### config.mk
export PLATFORM = sky130hd
export DESIGN_NAME = q_update_ctrl
export DESIGN_NICKNAME = d
export VERILOG_FILES = /design/src/rtl/q_update_ctrl.sv
export SDC_FILE = /design/constraint.sdc
export NUM_CORES = 1
export LEC_CHECK = 0
export CAP_MARGIN = 0
export CORE_MARGIN = 10
export CORE_UTILIZATION = 45
export DETAILED_ROUTE_END_ITERATION = 8
export PLACE_DENSITY = 0.73
export SYNTH_ARGS = -nofsm -noshare
export SYNTH_HDL_FRONTEND = slang
export SYNTH_SLANG_ARGS = --single-unit
### constraint.sdc
create_clock -name clk -period 9.35 [get_ports clk]
set_input_delay 1.4025 -clock clk [delete_from_list [all_inputs] [get_ports clk]]
set_output_delay 1.4025 -clock clk [all_outputs]
set_load 0.1 [all_outputs]
### src/rtl/q_update_ctrl.sv
// Q-table TD-update controller: reads Q(s,a) and Q(s',*) from the action RAM,
// computes the Q8.8 update and writes Q(s,a) back. It also reports argmax Q(s',*).
module q_update_ctrl #(
    parameter int unsigned STATE_W     = 4,
    parameter int unsigned DATA_W      = 16,
    parameter int unsigned ALPHA_SHIFT = 2,
    parameter int unsigned GAMMA_SHIFT = 3
) (
    input  logic                 clk,
    input  logic                 rst_n,
    input  logic                 start,
    input  logic [STATE_W-1:0]   state,
    input  logic [1:0]           action,
    input  logic [STATE_W-1:0]   next_state,
    input  logic [DATA_W-1:0]    reward,
    input  logic                 terminal,
    output logic                 busy,
    output logic                 done,
    output logic [DATA_W-1:0]    q_new,
    output logic [1:0]           best_next_action,
    output logic                 ram_en,
    output logic [STATE_W+1:0]   ram_rd_addr,
    output logic [STATE_W+1:0]   ram_wr_addr,
    output logic                 ram_we,
    output logic [DATA_W-1:0]    ram_wdata,
    input  logic [DATA_W-1:0]    ram_rdata
);
    localparam int unsigned ADDR_W = STATE_W + 2;
    localparam int unsigned INT_W  = DATA_W + 3;
    localparam int unsigned EXT_W  = INT_W - DATA_W;
    localparam logic signed [INT_W-1:0] SAT_HI = INT_W'((1 << (DATA_W - 1)) - 1);
    localparam logic signed [INT_W-1:0] SAT_LO = INT_W'(-(1 << (DATA_W - 1)));

    typedef enum logic [3:0] {
        S_IDLE, S_RD_Q, S_RD_N0, S_RD_N1, S_RD_N2, S_RD_N3,
        S_WAIT, S_CALC, S_WRITE, S_DONE
    } fsm_t;

    fsm_t fsm_q, fsm_d;

    logic [STATE_W-1:0]       s_q, sn_q;
    logic [1:0]               a_q;
    logic signed [DATA_W-1:0] r_q, q_old_q, max_q;
    logic                     term_q;
    logic [1:0]               best_q;

    logic                     busy_d, done_d, ram_en_d, ram_we_d;
    logic [ADDR_W-1:0]        rd_addr_d;

    logic signed [INT_W-1:0]  m_x, r_x, q_x, tgt_x, err_x, sum_x;
    logic [DATA_W-1:0]        q_sat;

    // State register
    always_ff @(posedge clk or negedge rst_n) begin
        if (!rst_n) begin
            fsm_q <= S_IDLE;
        end else begin
            fsm_q <= fsm_d;
        end
    end

    // Next state plus next values of the registered control outputs
    always_comb begin
        fsm_d     = fsm_q;
        rd_addr_d = ram_rd_addr;
        case (fsm_q)
            S_IDLE:  if (start) fsm_d = S_RD_Q;
            S_RD_Q:  fsm_d = S_RD_N0;
            S_RD_N0: fsm_d = S_RD_N1;
            S_RD_N1: fsm_d = S_RD_N2;
            S_RD_N2: fsm_d = S_RD_N3;
            S_RD_N3: fsm_d = S_WAIT;
            S_WAIT:  fsm_d = S_CALC;
            S_CALC:  fsm_d = S_WRITE;
            S_WRITE: fsm_d = S_DONE;
            S_DONE:  fsm_d = S_IDLE;
            default: fsm_d = S_IDLE;
        endcase

        case (fsm_d)
            S_RD_Q:  rd_addr_d = {state, action};
            S_RD_N0: rd_addr_d = {sn_q, 2'd0};
            S_RD_N1: rd_addr_d = {sn_q, 2'd1};
            S_RD_N2: rd_addr_d = {sn_q, 2'd2};
            S_RD_N3: rd_addr_d = {sn_q, 2'd3};
            default: rd_addr_d = ram_rd_addr;
        endcase

        busy_d   = (fsm_d != S_IDLE);
        done_d   = (fsm_d == S_DONE);
        ram_we_d = (fsm_d == S_WRITE);
        ram_en_d = (fsm_d == S_RD_Q)  || (fsm_d == S_RD_N0) || (fsm_d == S_RD_N1) ||
                   (fsm_d == S_RD_N2) || (fsm_d == S_RD_N3);
    end

    // TD update in widened signed arithmetic, then clamp to the Q8.8 range
    always_comb begin
        m_x   = term_q ? '0 : {{EXT_W{max_q[DATA_W-1]}}, max_q};
        r_x   = {{EXT_W{r_q[DATA_W-1]}}, r_q};
        q_x   = {{EXT_W{q_old_q[DATA_W-1]}}, q_old_q};
        tgt_x = r_x + m_x - (m_x >>> GAMMA_SHIFT);
        err_x = tgt_x - q_x;
        sum_x = q_x + (err_x >>> ALPHA_SHIFT);
        if (sum_x > SAT_HI) begin
            q_sat = SAT_HI[DATA_W-1:0];
        end else if (sum_x < SAT_LO) begin
            q_sat = SAT_LO[DATA_W-1:0];
        end else begin
            q_sat = sum_x[DATA_W-1:0];
        end
    end

    // Registered control outputs
    always_ff @(posedge clk or negedge rst_n) begin
        if (!rst_n) begin
            busy        <= 1'b0;
            done        <= 1'b0;
            ram_en      <= 1'b0;
            ram_we      <= 1'b0;
            ram_rd_addr <= '0;
        end else begin
            busy        <= busy_d;
            done        <= done_d;
            ram_en      <= ram_en_d;
            ram_we      <= ram_we_d;
            ram_rd_addr <= rd_addr_d;
        end
    end

    // Operand capture, running max (strict > keeps the lowest index on ties), result registers
    always_ff @(posedge clk or negedge rst_n) begin
        if (!rst_n) begin
            s_q              <= '0;
            sn_q             <= '0;
            a_q              <= '0;
            r_q              <= '0;
            term_q           <= 1'b0;
            q_old_q          <= '0;
            max_q            <= '0;
            best_q           <= '0;
            q_new            <= '0;
            best_next_action <= '0;
            ram_wr_addr      <= '0;
            ram_wdata        <= '0;
        end else begin
            case (fsm_q)
                S_IDLE: begin
                    if (start) begin
                        s_q    <= state;
                        a_q    <= action;
                        sn_q   <= next_state;
                        r_q    <= reward;
                        term_q <= terminal;
                    end
                end
                S_RD_N0: q_old_q <= ram_rdata;
                S_RD_N1: begin
                    max_q  <= ram_rdata;
                    best_q <= 2'd0;
                end
                S_RD_N2, S_RD_N3, S_WAIT: begin
                    if ($signed(ram_rdata) > max_q) begin
                        max_q  <= ram_rdata;
                        best_q <= (fsm_q == S_RD_N2) ? 2'd1 :
                                  (fsm_q == S_RD_N3) ? 2'd2 : 2'd3;
                    end
                end
                S_CALC: begin
                    q_new            <= q_sat;
                    ram_wdata        <= q_sat;
                    ram_wr_addr      <= {s_q, a_q};
                    best_next_action <= best_q;
                end
                default: ;
            endcase
        end
    end
endmodule

==> results.toml, run 1 <==
[run_status]
status = "complete, no violations"

[sta]
timing_hold_violations_final = 0
finalCritPeriodShare_pct = 74.1
maxSlewHeadroom_pct = 32.7
tightest_slew_ns = 1.01
finalSetupTns_ns = 0
hold_ws_ns = 0.468
setup_viol = 0
rsz0062_at_grt = "false"
timing.fmax_ghz = 0.144
period_minus_slack_ns = 6.93
maxSlewViolCount = 0
skew_ns = 0.00714

[cells_and_area]
final_util_pct = 54.8
nFillCells = 1383
layout-drive-gt1-share_pct = 12.5
mostFrequentLayoutCells = "dfrtp_1, clkdlybuf4s50_1, inv_1, nand2_1, mux2_2"
layout_commonest_cell = "dfrtp_1"
nets = 911
n_antenna_cell = 0
area_delta_synth_final_pct = 18.1

[global_routing]
antenna_found_initial = 0
grt_use_total_pct = 14.9
grt_pass1_vias = 5282
grt_max_degree = 78
grt_overflow_total = 0
grt_pass1_wl_um = 26300

[floorplanning]
dieArea_um2 = 21300
core_region_area_um2 = 15400
initial_utilization_pct = 46.4
fp-row-count = 45
io_pins = 96
die_w_um = 146
die_y_um = 146

[worst_hold_path]
hp-class = "register to register"

[clock_tree]
cts_hold_buf = 0
cts_buffers = 9
numClockSinks = 99
root_buffer = "clkbuf_16"
cts_tree = "built"
post_cts.repair.setup_buffers = 0
clk_latency_ns = 0.35
cts_buffer_depth = 2
cts_htree_levels = 3
cts.repair.resized = 0
path_clk_slew_ns = 0.07

[placement]
portBuffers = 95
dp_hpwl_um = 12000
place_congestion = 0.901

[yosys]
post-synth-top-area-cell = "dfrtp_1"
yosys-top-cells-area = "dfrtp_1, fa_1, mux2_2"
synth_cells = 709
synth-seq-area-share_pct = 34.7
synth-edff-count = 0
syn-cell-area_um2 = 7130
yosys.area.top_type_share_pct = 34.7
ys_async_sr_fraction_pct = 100
syn_nets = 841
synth-seq-cells = 99
yosysWarningCount = 0
synth_area_per_cell_um2 = 10.1
synthDistinctLibCells = 54
synth_top_flop_cell = "dfrtp_1"

[detailed_routing]
vias = 5165
routedWlPerCell_um = 15.6
wl_um = 15600
drt_iter0_drc = 278
drc_errors = 0
via_per_inst = 5.19
antenna_left = 0
drt_first_pass_iters = 6

[setup_path]
end_kind = "register"
crit_fanout = 17
crit_required_ns = 9.61
worstPathArrival_ns = 7.19
crit_type = "register to register"
crit_path_start_kind = "register"

[flow_run]
maxCapViolations = 0
-- layout make-up --
class | instances | area (µm²) | area share [%]
Inverter | 84 | 315 | 3.75
Timing Repair Buffer | 101 | 993 | 11.8
Sequential cell | 99 | 2480 | 29.4
Multi-Input combinational cell | 484 | 4060 | 48.2
Clock inverter | 6 | 78.8 | 0.937
Clock buffer | 10 | 229 | 2.72
Tap cell | 211 | 264 | 3.14
-- flip-flops by register name, summed over array words and instances, names as in the netlist, 4 cells and up --
| register | count |
|---|---|
| fsm_q | 4 |
| max_q | 16 |
| q_old_q | 16 |
| r_q | 16 |
| ram_rd_addr | 6 |
| ram_wdata | 16 |
| ram_wr_addr | 6 |
| s_q | 4 |
| sn_q | 4 |
-- path summary, 6_finish.rpt --
kind	startpoint	end	slack (ns)	depth (start not counted)
worst max-delay path	term_q$_DFFE_PN0P_	ram_wdata[5]$_DFFE_PN0P_	2.42	24
worst min-delay path	a_q[1]$_DFFE_PN0P_	ram_wr_addr[1]$_DFFE_PN0P_	0.47	2
worst max register to register	term_q$_DFFE_PN0P_	ram_wdata[5]$_DFFE_PN0P_	2.42	24
worst min register to register	a_q[1]$_DFFE_PN0P_	ram_wr_addr[1]$_DFFE_PN0P_	0.47	2
max in group asynchronous	rst_n	max_q[7]$_DFFE_PN0P_	7.15	2
min in group asynchronous	rst_n	q_old_q[0]$_DFFE_PN0P_	0.93	1
-- cell usage after synthesis (7+ instances only) --
library cell,n
a21o_1,13
a21oi_1,24
a41oi_2,9
buf_4,17
clkbuf_1,12
dfrtp_1,99
fa_1,34
ha_1,52
inv_1,84
mux2_2,58
mux2i_1,7
nand2_1,71
nand2b_1,14
nand4_1,9
nor2_1,46
nor3_1,18
o2111ai_1,11
o21a_1,10
o21ai_0,14
xnor2_1,17
xor2_1,8
-- routing by layer --
layer,vias to the layer above,global-route usage [%],share of wire [%]
met2,132,23.2,46
met1,2484,18.5,44
met3,9,6.95,9.7
met5,-,0,0
li1,2540,-,-
met4,0,2.48,0.58
-- critical path: stages, from the launching register on --
cell	delay, ns
dfrtp_1	0.52
nand2b_1	0.26
fa_1	0.49
inv_1	0.05
fa_1	0.39
inv_1	0.07
ha_1	0.22
and3b_1	0.19
o21a_1	0.21
o2111ai_1	0.24
a31oi_1	0.17
o21a_1	0.24
or4_1	0.43
a31oi_1	0.21
xnor2_1	0.14
ha_1	0.29
nand2_1	0.10
o21ai_1	0.08
or4_1	0.39
a21o_1	0.20
a2111oi_2	0.28
or3b_1	0.60
nor3b_4	0.78
a41oi_1	0.11
o2111ai_1	0.16
-- cells by family (layout without fill, tap and decap cells) --
group	count (synthesis)	after routing	share of synthesized area (%)
fa+ha+maj	86	86	18.7
mux	65	65	10.1
flops	99	99	34.7
compound gates	114	114	12.0
buf+inv	126	201	8.32
xor+xnor	25	25	3.07
simple gates	194	194	13.1
-- metrics by stage --
step,instances,setup WS (ns),cell area (µm²)
global placement,979,2.55,8110
global route,995,1.83,8420
detailed placement,979,2.46,8110
floorplan,709,3.46,7130
CTS,995,2.42,8420
finish,995,2.42,8420
Power of run 1 is not shown: default switching activity piles up to over one toggle a cycle in this logic, so the estimate is an artifact.
==> run 2, diff against run 1 <==
--- a/config.mk
+++ b/config.mk
@@ -9,7 +9,7 @@
 export CORE_MARGIN = 10
 export CORE_UTILIZATION = 45
 export DETAILED_ROUTE_END_ITERATION = 8
-export PLACE_DENSITY = 0.73
+export PLACE_DENSITY = 0.76
 export SYNTH_ARGS = -nofsm -noshare
 export SYNTH_HDL_FRONTEND = slang
 export SYNTH_SLANG_ARGS = --single-unit
==> constraint.sdc (replaced) <==
create_clock -name clk -period 5.77 [get_ports clk]
set_input_delay 0.8655 -clock clk [delete_from_list [all_inputs] [get_ports clk]]
set_output_delay 0.8655 -clock clk [all_outputs]
set_load 0.1 [all_outputs]
==> run 2 against run 1 <==
The flow now finishes with violations (setup timing). Die area unchanged. First-iteration DRC count down 21%. Via count up 1.9%. Worst setup slack worse by 2.5 ns. Utilization up 2.6 points. Count of clock-buffer cells in the layout up 2. Critical path depth up 2. Final area up 4.8%. Sequential share of layout area down 1.3 points. Critical endpoint is now ram_wdata[13]$_DFFE_PN0P_.
==> results.toml, run 2 (same netlist as run 1, synthesis figures left out) <==
[sta]
skew_ns = 0.00596
maxSlewHeadroom_pct = 32.1
setup_viol = 15
timing_hold_violations_final = 0
rsz0062_at_grt = "true"
period_minus_slack_ns = 5.85
timing.fmax_ghz = 0.171
postLayoutSetupSlackWorst_ns = -0.0775
maxSlewViolCount = 0
tightest_slew_ns = 1.01
finalCritPeriodShare_pct = 101

[flow_run]
maxCapViolations = 0

[clock_tree]
clk_latency_ns = 0.36
numClockSinks = 99
root_buffer = "clkbuf_16"
cts_hold_buf = 0
cts_htree_levels = 3
path_clk_slew_ns = 0.07
cts_tree = "built"
cts_buffer_depth = 2
cts_buffers = 9

[floorplanning]
dieArea_um2 = 21300
die_w_um = 146
io_pins = 96
core_region_area_um2 = 15400
die_y_um = 146
initial_utilization_pct = 46.4
fp-row-count = 45

[cells_and_area]
area_delta_synth_final_pct = 23.7
layout_commonest_cell = "dfrtp_1"
n_antenna_cell = 0
mostFrequentLayoutCells = "dfrtp_1, clkdlybuf4s50_1, inv_1, nand2_1, mux2_2"
nets = 933
layout-drive-gt1-share_pct = 18.9
stdcell_area_um2 = 8820

[run_status]
status = "finished with violations"
violations = "setup timing"

[detailed_routing]
wl_um = 16400
vias = 5263
antenna_left = 0
routedWlPerCell_um = 16.1
drt_first_pass_iters = 4
via_per_inst = 5.18
drt_iter0_drc = 220
drc_errors = 0

[setup_path]
worstPathArrival_ns = 6.08
crit_required_ns = 6.00
crit_slowest_cell = "fa_1"
cp_num_buf_inv = 4
crit_type = "register to register"
crit_family = "simple AND/OR/NAND/NOR gates"
slowest_delay_ns = 0.59
crit_fanout = 7
end_kind = "register"
crit_path_start_kind = "register"

[global_routing]
grt_pass1_wl_um = 27100
globalRouteMet3Util_pct = 6.30
grt_overflow_total = 0
grt_use_met2_pct = 24.2
busiest_layer = "met2"
grt_pass1_vias = 5560
grt_use_total_pct = 15.3
globalRouteMet1Util_pct = 18.3
grt_max_degree = 52
antenna_found_initial = 0

[placement]
dp_hpwl_um = 12300
placed_cell_area_um2 = 8260
place_congestion = 0.834
portBuffers = 95

[worst_hold_path]
hp-class = "register to register"
[run 2: final timing paths]
check / start / end / slack (ns) / cells after the start
worst max-delay path: term_q$_DFFE_PN0P_ / ram_wdata[13]$_DFFE_PN0P_ / -0.08 / 26
max in group asynchronous: rst_n / term_q$_DFFE_PN0P_ / 4.13 / 2
worst max register to register: term_q$_DFFE_PN0P_ / ram_wdata[13]$_DFFE_PN0P_ / -0.08 / 26
worst min-delay path: s_q[0]$_DFFE_PN0P_ / ram_wr_addr[2]$_DFFE_PN0P_ / 0.46 / 2
worst min register to register: s_q[0]$_DFFE_PN0P_ / ram_wr_addr[2]$_DFFE_PN0P_ / 0.46 / 2
min in group asynchronous: rst_n / ram_wdata[5]$_DFFE_PN0P_ / 0.53 / 1
[run 2: routing by layer]
metal / routed length (µm) / share of wire, %
met2: 7670 / 47
met3: 1260 / 7.7
met5: 0 / 0
met1: 7180 / 44
met4: 276 / 1.7
[run 2: what timing repair did]
action,CTS,global route
pin swaps,7,15
buffers inserted,3,5
setup endpoints to repair,14,16
resized for setup,16,23
cloned,0,1
[run 2: worst register-to-register path: stages, from the launching register on]
cell	delay, ns
dfrtp_2	0.41
buf_6	0.12
nand2b_4	0.13
inv_4	0.04
ha_4	0.25
inv_2	0.03
fa_1	0.59
ha_4	0.22
and3b_1	0.19
o21a_1	0.20
o2111ai_2	0.24
a31oi_2	0.14
o21a_1	0.21
or4_4	0.44
a31oi_4	0.20
xnor2_1	0.14
ha_1	0.29
nand2_1	0.10
o21ai_2	0.06
or4_1	0.40
a21o_1	0.22
nand4_1	0.09
or3b_4	0.38
nor3b_4	0.18
clkbuf_16	0.19
a41oi_2	0.15
o2111ai_1	0.11
[run 2: per-stage QoR]
stage          std cells  worst slack, ns  hold WS (ns)  utilization, %  TNS [ns]
2_1_floorplan        709           0.0121         0.433               -         0
3_3_place_gp         992           0.0687         0.443            53.7         0
3_5_place_dp         992          -0.0701         0.456            53.7    -0.319
4_1_cts             1011          -0.0241         0.471            56.3    -0.116
5_1_grt             1017           -0.316         0.496            57.4     -4.36
6_report            1017          -0.0775         0.462            57.4    -0.874
[run 2: final cells by class]
type,instances,area (µm²)
Multi-Input combinational cell,484,4260
Inverter,84,318
Tap cell,211,264
Fill cell,1297,6550
Sequential cell,99,2480
Clock buffer,12,256
Clock inverter,4,35.0
Timing Repair Buffer,123,1210
Power of run 2 is left out for the same reason.
==> run 3, diff against run 2 <==
--- a/config.mk
+++ b/config.mk
@@ -10,6 +10,7 @@
 export CORE_UTILIZATION = 45
 export DETAILED_ROUTE_END_ITERATION = 8
 export PLACE_DENSITY = 0.76
+export SLEW_MARGIN = 10
 export SYNTH_ARGS = -nofsm -noshare
 export SYNTH_HDL_FRONTEND = slang
 export SYNTH_SLANG_ARGS = --single-unit
==> results of run 3 <==
Final layout, timing and power as in run 2 (identical DEF).
Power of run 3 is left out for the same reason.
